File: config.mk
export PLATFORM = sky130hd
export DESIGN_NAME = uart_tx_scheduler_flat
export DESIGN_NICKNAME = d
export VERILOG_FILES = /design/src/rtl/uart_tx_scheduler_pkg.sv /design/src/rtl/uart_tx_scheduler_if.sv /design/src/rtl/uart_tx_fifo.sv /design/src/rtl/uart_tx_scheduler.sv /design/src/flat_wrapper.sv
export SDC_FILE = /design/constraint.sdc
export NUM_CORES = 1
export LEC_CHECK = 0
export CAP_MARGIN = 20
export CORE_MARGIN = 2
export CORE_UTILIZATION = 40
export CTS_CLUSTER_DIAMETER = 40
export DETAILED_ROUTE_END_ITERATION = 6
export DONT_BUFFER_PORTS = 1
export PLACE_DENSITY = 0.63
export SETUP_SLACK_MARGIN = 0.15
export SKIP_CTS_REPAIR_TIMING = 1
export SYNTH_ARGS = -nofsm -noshare
export SYNTH_HDL_FRONTEND = slang
export SYNTH_SLANG_ARGS = --single-unit
File: constraint.sdc
create_clock -name clk -period 3.45 [get_ports clk]
set_clock_uncertainty 0.2 [all_clocks]
set_input_delay 0.345 -clock clk [delete_from_list [all_inputs] [get_ports clk]]
set_output_delay 0.345 -clock clk [all_outputs]
set_load 0.02 [all_outputs]
File: src/rtl/uart_tx_scheduler_pkg.sv
// Shared types and defaults for the UART transmit scheduler.
// State codes are fixed so they line up with existing debug tooling.
package uart_tx_scheduler_pkg;

    localparam int UTS_DEPTH         = 16;
    localparam int UART_FRAME_CYCLES = 8680;

    typedef enum logic [1:0] {
        UTS_IDLE = 2'd0,
        UTS_SEND = 2'd1,
        UTS_WAIT = 2'd2
    } uts_state_e;

endpackage

File: src/rtl/uart_tx_scheduler_if.sv
// Store-side and uart-side signals of the transmit scheduler.
interface uart_tx_scheduler_if #(
    parameter int ADDR_W = 4
);
    logic              wr_en;
    logic [7:0]        wr_data;
    logic              full;
    logic [ADDR_W:0]   level;
    logic              overflow;
    logic              uart_wr_o;
    logic [7:0]        uart_dat_o;
    logic              tx_busy;

    modport master (
        output wr_en, wr_data,
        input  full, level, overflow, uart_wr_o, uart_dat_o, tx_busy
    );

    modport slave (
        input  wr_en, wr_data,
        output full, level, overflow, uart_wr_o, uart_dat_o, tx_busy
    );
endinterface

File: src/rtl/uart_tx_fifo.sv
// Synchronous DEPTH x 8 FIFO; head is read combinationally so a pop
// can latch it in the same cycle.
module uart_tx_fifo #(
    parameter int DEPTH  = 16,
    parameter int ADDR_W = 4
) (
    input  logic              clk,
    input  logic              rst,
    input  logic              push,
    input  logic              pop,
    input  logic [7:0]        din,
    output logic [7:0]        dout,
    output logic [ADDR_W:0]   level,
    output logic              full,
    output logic              empty
);
    logic [7:0]        mem [DEPTH];
    logic [ADDR_W-1:0] wr_ptr, rd_ptr;
    logic [ADDR_W:0]   count;
    logic              do_push, do_pop;

    assign full    = (count == (ADDR_W+1)'(DEPTH));
    assign empty   = (count == '0);
    assign level   = count;
    assign dout    = mem[rd_ptr];
    assign do_push = push & ~full;
    assign do_pop  = pop & ~empty;

    always_ff @(posedge clk) begin
        if (do_push) mem[wr_ptr] <= din;
    end

    always_ff @(posedge clk) begin
        if (rst) begin
            wr_ptr <= '0;
            rd_ptr <= '0;
            count  <= '0;
        end else begin
            if (do_push) wr_ptr <= wr_ptr + 1'b1;
            if (do_pop)  rd_ptr <= rd_ptr + 1'b1;
            case ({do_push, do_pop})
                2'b10:   count <= count + 1'b1;
                2'b01:   count <= count - 1'b1;
                default: count <= count;
            endcase
        end
    end
endmodule

File: src/rtl/uart_tx_scheduler.sv
// Buffers stored bytes and strobes them into the uart one frame at a time,
// since the uart itself has no busy indication.
module uart_tx_scheduler
    import uart_tx_scheduler_pkg::*;
#(
    parameter int DEPTH        = UTS_DEPTH,
    parameter int ADDR_W       = $clog2(DEPTH),
    parameter int FRAME_CYCLES = UART_FRAME_CYCLES
) (
    input  logic clk,
    input  logic rst,
    uart_tx_scheduler_if.slave bus
);
    localparam int CNT_W = $clog2(FRAME_CYCLES);

    uts_state_e       state, next_state;
    logic [CNT_W-1:0] cnt;
    logic             push, pop, empty;
    logic [7:0]       head;

    assign push = bus.wr_en & ~bus.full;
    assign pop  = (state == UTS_IDLE) & ~empty;

    uart_tx_fifo #(.DEPTH(DEPTH), .ADDR_W(ADDR_W)) u_fifo (
        .clk   (clk),
        .rst   (rst),
        .push  (push),
        .pop   (pop),
        .din   (bus.wr_data),
        .dout  (head),
        .level (bus.level),
        .full  (bus.full),
        .empty (empty)
    );

    assign bus.tx_busy = ~empty | (state != UTS_IDLE);

    always_comb begin
        next_state = state;
        case (state)
            UTS_IDLE: if (!empty)      next_state = UTS_SEND;
            UTS_SEND:                  next_state = UTS_WAIT;
            UTS_WAIT: if (cnt == '0)   next_state = UTS_IDLE;
            default:                   next_state = UTS_IDLE;
        endcase
    end

    always_ff @(posedge clk) begin
        if (rst) begin
            state          <= UTS_IDLE;
            cnt            <= '0;
            bus.overflow   <= 1'b0;
            bus.uart_wr_o  <= 1'b0;
            bus.uart_dat_o <= 8'h00;
        end else begin
            state         <= next_state;
            bus.uart_wr_o <= (next_state == UTS_SEND);
            if (pop) bus.uart_dat_o <= head;
            // SEND loads the frame budget; WAIT burns it down to zero
            if (state == UTS_SEND)
                cnt <= CNT_W'(FRAME_CYCLES - 1);
            else if (state == UTS_WAIT && cnt != '0)
                cnt <= cnt - CNT_W'(1);
            // a blocked push is lost even if a pop frees a slot this cycle
            if (bus.wr_en && bus.full) bus.overflow <= 1'b1;
        end
    end
endmodule

File: src/flat_wrapper.sv
// flat-port wrapper written by rule: the top's interface ports become plain ports
module uart_tx_scheduler_flat import uart_tx_scheduler_pkg::*;
#(
    parameter int DEPTH        = UTS_DEPTH,
    parameter int ADDR_W       = $clog2(DEPTH),
    parameter int FRAME_CYCLES = UART_FRAME_CYCLES
)
  (clk, rst, bus_wr_en, bus_wr_data, bus_full, bus_level, bus_overflow, bus_uart_wr_o, bus_uart_dat_o, bus_tx_busy);
  uart_tx_scheduler_if #(.ADDR_W(ADDR_W)) bus_i ();
  input  logic clk;
  input  logic rst;
  input wire logic [$bits(bus_i.wr_en)-1:0] bus_wr_en;
  input wire logic [$bits(bus_i.wr_data)-1:0] bus_wr_data;
  output wire logic [$bits(bus_i.full)-1:0] bus_full;
  output wire logic [$bits(bus_i.level)-1:0] bus_level;
  output wire logic [$bits(bus_i.overflow)-1:0] bus_overflow;
  output wire logic [$bits(bus_i.uart_wr_o)-1:0] bus_uart_wr_o;
  output wire logic [$bits(bus_i.uart_dat_o)-1:0] bus_uart_dat_o;
  output wire logic [$bits(bus_i.tx_busy)-1:0] bus_tx_busy;
  assign bus_i.wr_en = bus_wr_en;
  assign bus_i.wr_data = bus_wr_data;
  assign bus_full = bus_i.full;
  assign bus_level = bus_i.level;
  assign bus_overflow = bus_i.overflow;
  assign bus_uart_wr_o = bus_i.uart_wr_o;
  assign bus_uart_dat_o = bus_i.uart_dat_o;
  assign bus_tx_busy = bus_i.tx_busy;
  uart_tx_scheduler #(.DEPTH(DEPTH), .ADDR_W(ADDR_W), .FRAME_CYCLES(FRAME_CYCLES)) u_core (.clk(clk), .rst(rst), .bus(bus_i));
endmodule
# Word level (Yosys, flattened, before mapping)
# Memories as Yosys holds them, arrays and structs flattened. A register that Yosys moved wholly into a read port is not among the register bits.
# Cells that the tools add are included.
# Widths: inputs -> output; s select.
dict set report word_totals {
  regBits 31
  ram_bits 128
  output_inout_bits 17
  rom_bits 0
  mem_count 1
  elab_cells 45
  latch_bits 0
}
# name depth word_bits rd rd_clocked_by_memory_dff write_ports line_no
set memory_table {}
lappend memory_table {u_core.u_fifo.mem 16 8 1 1 1 uart_tx_fifo.sv:17} ;# logic [7:0] mem [DEPTH];
dict set report classes {
  div_mod_pow 0
  bitwise_logic 7
  shifts 0
  n_lt_le_gt_ge 0
  n_eq_ne 6
  reduce_logical 10
  muxes 8
  n_mul 0
  addsub 5
}
# cell n
set ops {}
lappend ops {{$mux 14} 2}
lappend ops {{$logic_not 14->1} 1}
lappend ops {{$reduce_bool 14->1} 1}
lappend ops {{$sub 14x1->14 const B} 1}
lappend ops {{$pmux 5 s2} 1}
lappend ops {{$add 4x1->4 const B} 2}
lappend ops {{$eq 2x1->1 const B} 3}
lappend ops {{$pmux 2 s3} 1}
lappend ops {{$reduce_bool 2->1} 3}
lappend ops {{$add 5x1->5 const B} 1}
lappend ops {{$eq 5x5->1 const B} 1}
lappend ops {{$logic_not 5->1} 1}
lappend ops {{$sub 5x1->5 const B} 1}
lappend ops {{$and 1x1->1} 4}
lappend ops {{$eq 2x2->1 const B} 2}
lappend ops {{$mux 2} 2}
lappend ops {{$logic_and 1x1->1} 2}
lappend ops {{$logic_not 2->1} 1}
lappend ops {{$mux 1} 2}
lappend ops {{$not 1->1} 2}
lappend ops {{$reduce_or 2->1} 1}
lappend ops {{$or 1x1->1} 1}

# Longest topological paths before layout
dict set report depth {
  ltp_word 6
  depth_mapped 12
  depth_no_buf 10
}

# Hierarchy
# Synthesis repeated with hierarchy kept, for this count alone.
dict set report unflattened {
  hier_cells 468
  hier_area_um2 7093.1
}
# mod n_inst area_per_inst_um2 cells_per_inst seq_area_each_um2
set by_module_without_submodules {}
lappend by_module_without_submodules {uart_tx_fifo 1 5891.9 330 4184.0}
lappend by_module_without_submodules {uart_tx_scheduler 1 1201.2 138 520.5}

# Least setup slack after synthesis
# No wires, ideal clock.
dict set report synth_path {
  path_type {reg-to-reg}
  startpoint {reg u_core.u_fifo.count[1], in the netlist u_core.u_fifo.level[1]}
  endpoint {reg u_core.u_fifo.count[4], in the netlist u_core.u_fifo.level[4]}
  setup_slack_ps 190
  arrival_ps 2939
  stages_incl_launch_ff 13
  n_path_buf 3
  period_less_slack_ps 3260
  required_ps 3129
  setup_ps 121
  path_cell_list {dfxtp_1 -> clkbuf_1 -> nor4_1 -> a21boi_1 -> clkbuf_1 -> ha_1 -> clkbuf_1 -> xor2_1 -> ha_1 -> o21a_1 -> o21a_1 -> o32ai_1 -> mux2_2}
}
dict set report synth_between {
  elab_chain_cells 6
  elab_cells_between_ends 14
  classes_between {2 x add/sub; 3 x eq/ne; 1 x mux; 6 x bitwise; 2 x reduce/logical}
}
# element line_no
set synth_lines {}
lappend synth_lines {{from (decl)} uart_tx_fifo.sv:19} ;# logic [ADDR_W:0] count;
lappend synth_lines {{from (signal assigned)} uart_tx_fifo.sv:42} ;# 2'b10: count <= count + 1'b1;
lappend synth_lines {{from (signal assigned)} uart_tx_fifo.sv:43} ;# 2'b01: count <= count - 1'b1;
lappend synth_lines {{from (signal assigned)} uart_tx_fifo.sv:44} ;# default: count <= count;
lappend synth_lines {{$logic_not 5->1 (*)} uart_tx_fifo.sv:23} ;# assign empty = (count == '0);
lappend synth_lines {{$not 1->1 (*)} uart_tx_scheduler.sv:22} ;# assign pop = (state == UTS_IDLE) & ~empty;
lappend synth_lines {{$and 1x1->1 (*)} uart_tx_scheduler.sv:22}
lappend synth_lines {{net u_core.pop} uart_tx_scheduler.sv:18} ;# logic push, pop, empty;
lappend synth_lines {{$and 1x1->1 (*)} uart_tx_fifo.sv:27} ;# assign do_pop = pop & ~empty;
lappend synth_lines {{$eq 2x1->1 / $eq 2x2->1 (equally long branches)} uart_tx_fifo.sv:41} ;# case ({do_push, do_pop})
lappend synth_lines {{$pmux 5 s2 / $reduce_bool 2->1 (equally long branches)} -}
# Mark *: on every way through the listed nets, which the timed path passes. The rest lies on a longest branch.
# A chain may end at the register's enable or synchronous reset.

# Worst setup path after layout
dict set report layout_path {
  startpoint {reg u_core.u_fifo.count[0], in the netlist u_core.u_fifo.level[0]}
  endpoint {reg u_core.u_fifo.count[4], in the netlist u_core.u_fifo.level[4]}
}
dict set report layout_between {
  elab_chain_cells 6
  elab_cells_between_ends 14
  classes_between {2 x add/sub; 3 x eq/ne; 1 x mux; 6 x bitwise; 2 x reduce/logical}
}
# element line_no
set layout_lines {}
lappend layout_lines {{$eq 5x5->1 / $logic_not 5->1 (equally long branches)} {uart_tx_fifo.sv:22, uart_tx_fifo.sv:23}}
lappend layout_lines {{$not 1->1, on equally long branches} -}
lappend layout_lines {{$and 1x1->1, on equally long branches} {uart_tx_scheduler.sv:21, uart_tx_scheduler.sv:22}}
lappend layout_lines {{$and 1x1->1, on equally long branches} {uart_tx_fifo.sv:26, uart_tx_fifo.sv:27}}
lappend layout_lines {{$eq 2x1->1 / $eq 2x2->1 (equally long branches)} uart_tx_fifo.sv:41}
lappend layout_lines {{$pmux 5 s2 / $reduce_bool 2->1 (equally long branches)} -}
# Several ways; a longest one is shown, not always the timed one.

==> results.md <==
* Status: finished, violations left
* Violated checks: negative hold slack
* Die Footprint at between 15000 and 20000 sq um
* Root cell of the clock tree: clkbuf_16
* Post-detailed-route via-to-cell ratio at 5.50
* Pin count of the biggest net entering global routing at between 40 and 50
* Clock H-tree levels at 4
* Initial Util at 40.5%
* Crit Path Category: flop to flop
* Max IR drop VDD at 0.000380 V
* Slew at the pin closest to its max-slew limit at 0.798 ns
* Die extent in x at between 100 and 150 um
* Syn Std Cell Area at 6930 sq um
* Shortest period the worst path allows at 3.08 ns
* Vert. Die Dim at 136 um
* Ports at 28
* Initial DRC count at roughly 350
* Post-placement worst setup slack at 0.384 ns
* Detailed-route wire length per cell at 19.1 um
* Port bufs at 0
* Met3 usage in global routing at under 10%
* Via total after detailed routing at 4117
* Clock insertion delay at the later pin of the skew report at 0.42 ns
* Fraction of registers with async set/reset at 0%
* Total detailed-routing wirelength at 14300 um
* Clock net sink count at 167
* Total Negative Setup Slacks at 0 ns
* Top fanout value on the critical path at 8
* Post-Syn Nets at 523
* Achievable clock frequency at roughly 0.32 GHz
* Unrepaired setup endpoints after global routing: no
* Final setup violation count at 0
* First-pass iteration count of the detailed router at 7
* Critical register-to-register path startpoint: u_core.u_fifo.level[0]$_SDFFE_PP0P_
* Startpoint of the worst hold path: bus_wr_en
* Flip-flop and latch count after synthesis at 167
* Reported leakage power at 2.47 nW
* Setup slack, reg-to-reg at roughly 0.37 ns
* Crit. Startpoint: u_core.u_fifo.level[0]$_SDFFE_PP0P_
* Most used routing layer: met2
* Vias in the first global route at around 3800
* Period utilization at 89.2%
* CTS tree: built
* Max-slew violation count at 0
* Arrival time of the worst setup path at 3.19 ns
* Half-perimeter wire length after placement at 9200 um
* Initial antenna violation count at 0
* Nets at 533
* Endpoint required time on the critical path at around 3.6 ns
* Max Buffers Root-to-Sink at 2
* Inserted Clock Buffers at 17
* Syn-to-layout area delta at 13.6%
* # Max-Cap Violations at 0
* First-pass GRT wire length at ~22000 um
* Sequential fraction of the synthesis area at 66.8%
* Count of nets left with antenna violations after detail routing at 0
* Total Routing Usage GR at 16.1%
* Gate Count Post-Synth at ~500
* GR Util met1 at 19.9%
* Global-route track usage on met2 at 27.1%
* Synth Warn # at 0
* Routability Congestion at 0.819
* Average cell area after synthesis at 13.8 sq um
* Layout cell share with drive strength beyond 1 at 8.97%
* Post-route DRC at 0
* Worst path setup slack after routing at 0.371 ns
* Worst hold slack across all endpoints at -0.0124 ns
* Capturing element type of the critical path: flop
* Library cells used by synthesis at 51
* Path type of the worst min-delay path: primary input to flop
* Hold violation count in the final report at 1
* Number of synthesized flops with an enable pin at between 100 and 150
* Count of antenna diodes in the layout at 0
* Total grt overflow at 0
* Area of the core at 17100 sq um
* Max-slew headroom at 46.6%
* Power density relative to cell area at 738 nW/um^2
* Row Count at 48
* Clock edge transition at the registers on the reported setup and hold paths at 0.07 ns
* Startpoint Class: flop
* Most used flip-flop cell after synthesis: edfxtp_1
==> per-layer routing <==
metal / vias to the layer above / routed length, um
met3: 24 / 686
met5: - / 0
met1: 2022 / 6150
met2: 109 / 7140
li1: 1962 / -
met4: 0 / 363
==> Yosys cell counts, types with 5 or more instances <==
cell | instances | area [sq um]
mux2i_1 | 68 | 681
nand3b_1 | 6 | 45.0
dfxtp_1 | 39 | 781
nor4_1 | 15 | 93.8
inv_1 | 8 | 30.0
clkbuf_1 | 21 | 78.8
nor2_1 | 42 | 158
a21oi_1 | 10 | 50.1
xor2_1 | 8 | 70.1
a211oi_1 | 12 | 90.1
o21ai_0 | 5 | 25.0
edfxtp_1 | 128 | 3840
ha_1 | 11 | 138
nand2b_1 | 5 | 31.3
o22ai_1 | 33 | 206
or3_1 | 5 | 31.3
nand2_1 | 13 | 48.8
buf_2 | 9 | 45.0
nor3_1 | 6 | 30.0
==> sequential cells by signal (all words and copies together) (netlist names) <==
signal                 flops
u_core.u_fifo.level        5
u_core.state               2
u_core.cnt                14
u_core.u_fifo.rd_ptr       4
u_core.u_fifo.mem        128
u_core.bus.overflow        1
u_core.u_fifo.wr_ptr       4
u_core.bus.uart_wr_o       1
u_core.bus.uart_dat_o      8
==> worst paths after layout <==
check                                         endpoint  depth (start not counted)
setup / recovery   u_core.u_fifo.level[4]$_SDFFE_PP0P_                         10
hold / removal    u_core.u_fifo.wr_ptr[3]$_SDFFE_PP0P_                          3
setup reg to reg   u_core.u_fifo.level[4]$_SDFFE_PP0P_                         10
hold reg to reg             u_core.cnt[9]$_SDFFE_PP0P_                          2
==> cell usage in the layout, fill, tap and decap left out, drive strengths merged, types with 3 or more instances in the layout <==
cell type,count
nand2b,5
a21oi,11
or3,5
clkbuf,17
dfxtp,39
clkinvlp,3
inv,15
a211oi,12
nand3b,6
dlygate4sd3,11
xor2,8
o21ai,5
nand3,4
ha,11
or4,5
clkinv,4
a311oi,4
buf,11
nand2,13
nor2,42
or3b,5
nor4,16
o22ai,33
nor3,6
o211ai,4
a31oi,3
edfxtp,128
nor2b,3
mux2i,68
==> cells by family after synthesis <==
logic type / Yosys count / synth area share (%)
AO/OA/AOI/OAI: 88 / 8.60
XOR/XNOR: 10 / 1.26
adder cells (fa/ha/maj): 11 / 1.99
buffers and inverters: 39 / 2.28
flip-flops: 167 / 66.8
multiplexers: 69 / 9.99
AND/OR/NAND/NOR: 117 / 9.12
==> worst max-delay path: stages, from the launching register on <==
cell      delay (ns)
dfxtp_1         0.44
nor4_1          0.52
a21boi_1        0.16
inv_1           0.10
ha_1            0.35
xor2_1          0.12
ha_1            0.23
o21a_1          0.17
o21a_1          0.16
o32ai_1         0.13
mux2_2          0.36
==> area by class of cell <==
cell class	count	area, sq um
flip-flops and latches	167	4630
inverters	8	30.0
repair buffers	22	218
multi-input cells	295	2140
fillers	1498	9250
clock buffers	17	425
well taps	225	282
clock inverters	15	140
==> where the power goes <==
part	switching, mW	internal, mW
logic	0.879	0.524
registers	0.259	2.34
clock network	0.796	1.01
==> metrics by stage <==
step | utilization (%) | cells | power [mW] | instance area, sq um
2_1_floorplan | - | 501 | 3.62 | 6930
3_3_place_gp | 41.9 | 705 | 3.94 | 7170
3_5_place_dp | 41.9 | 705 | 3.99 | 7170
4_1_cts | 45.2 | 737 | 5.78 | 7740
5_1_grt | 46.0 | 749 | 6.09 | 7870
6_report | 46.0 | 749 | 5.81 | 7870
Note: power is estimated with default switching activity, not from simulation.
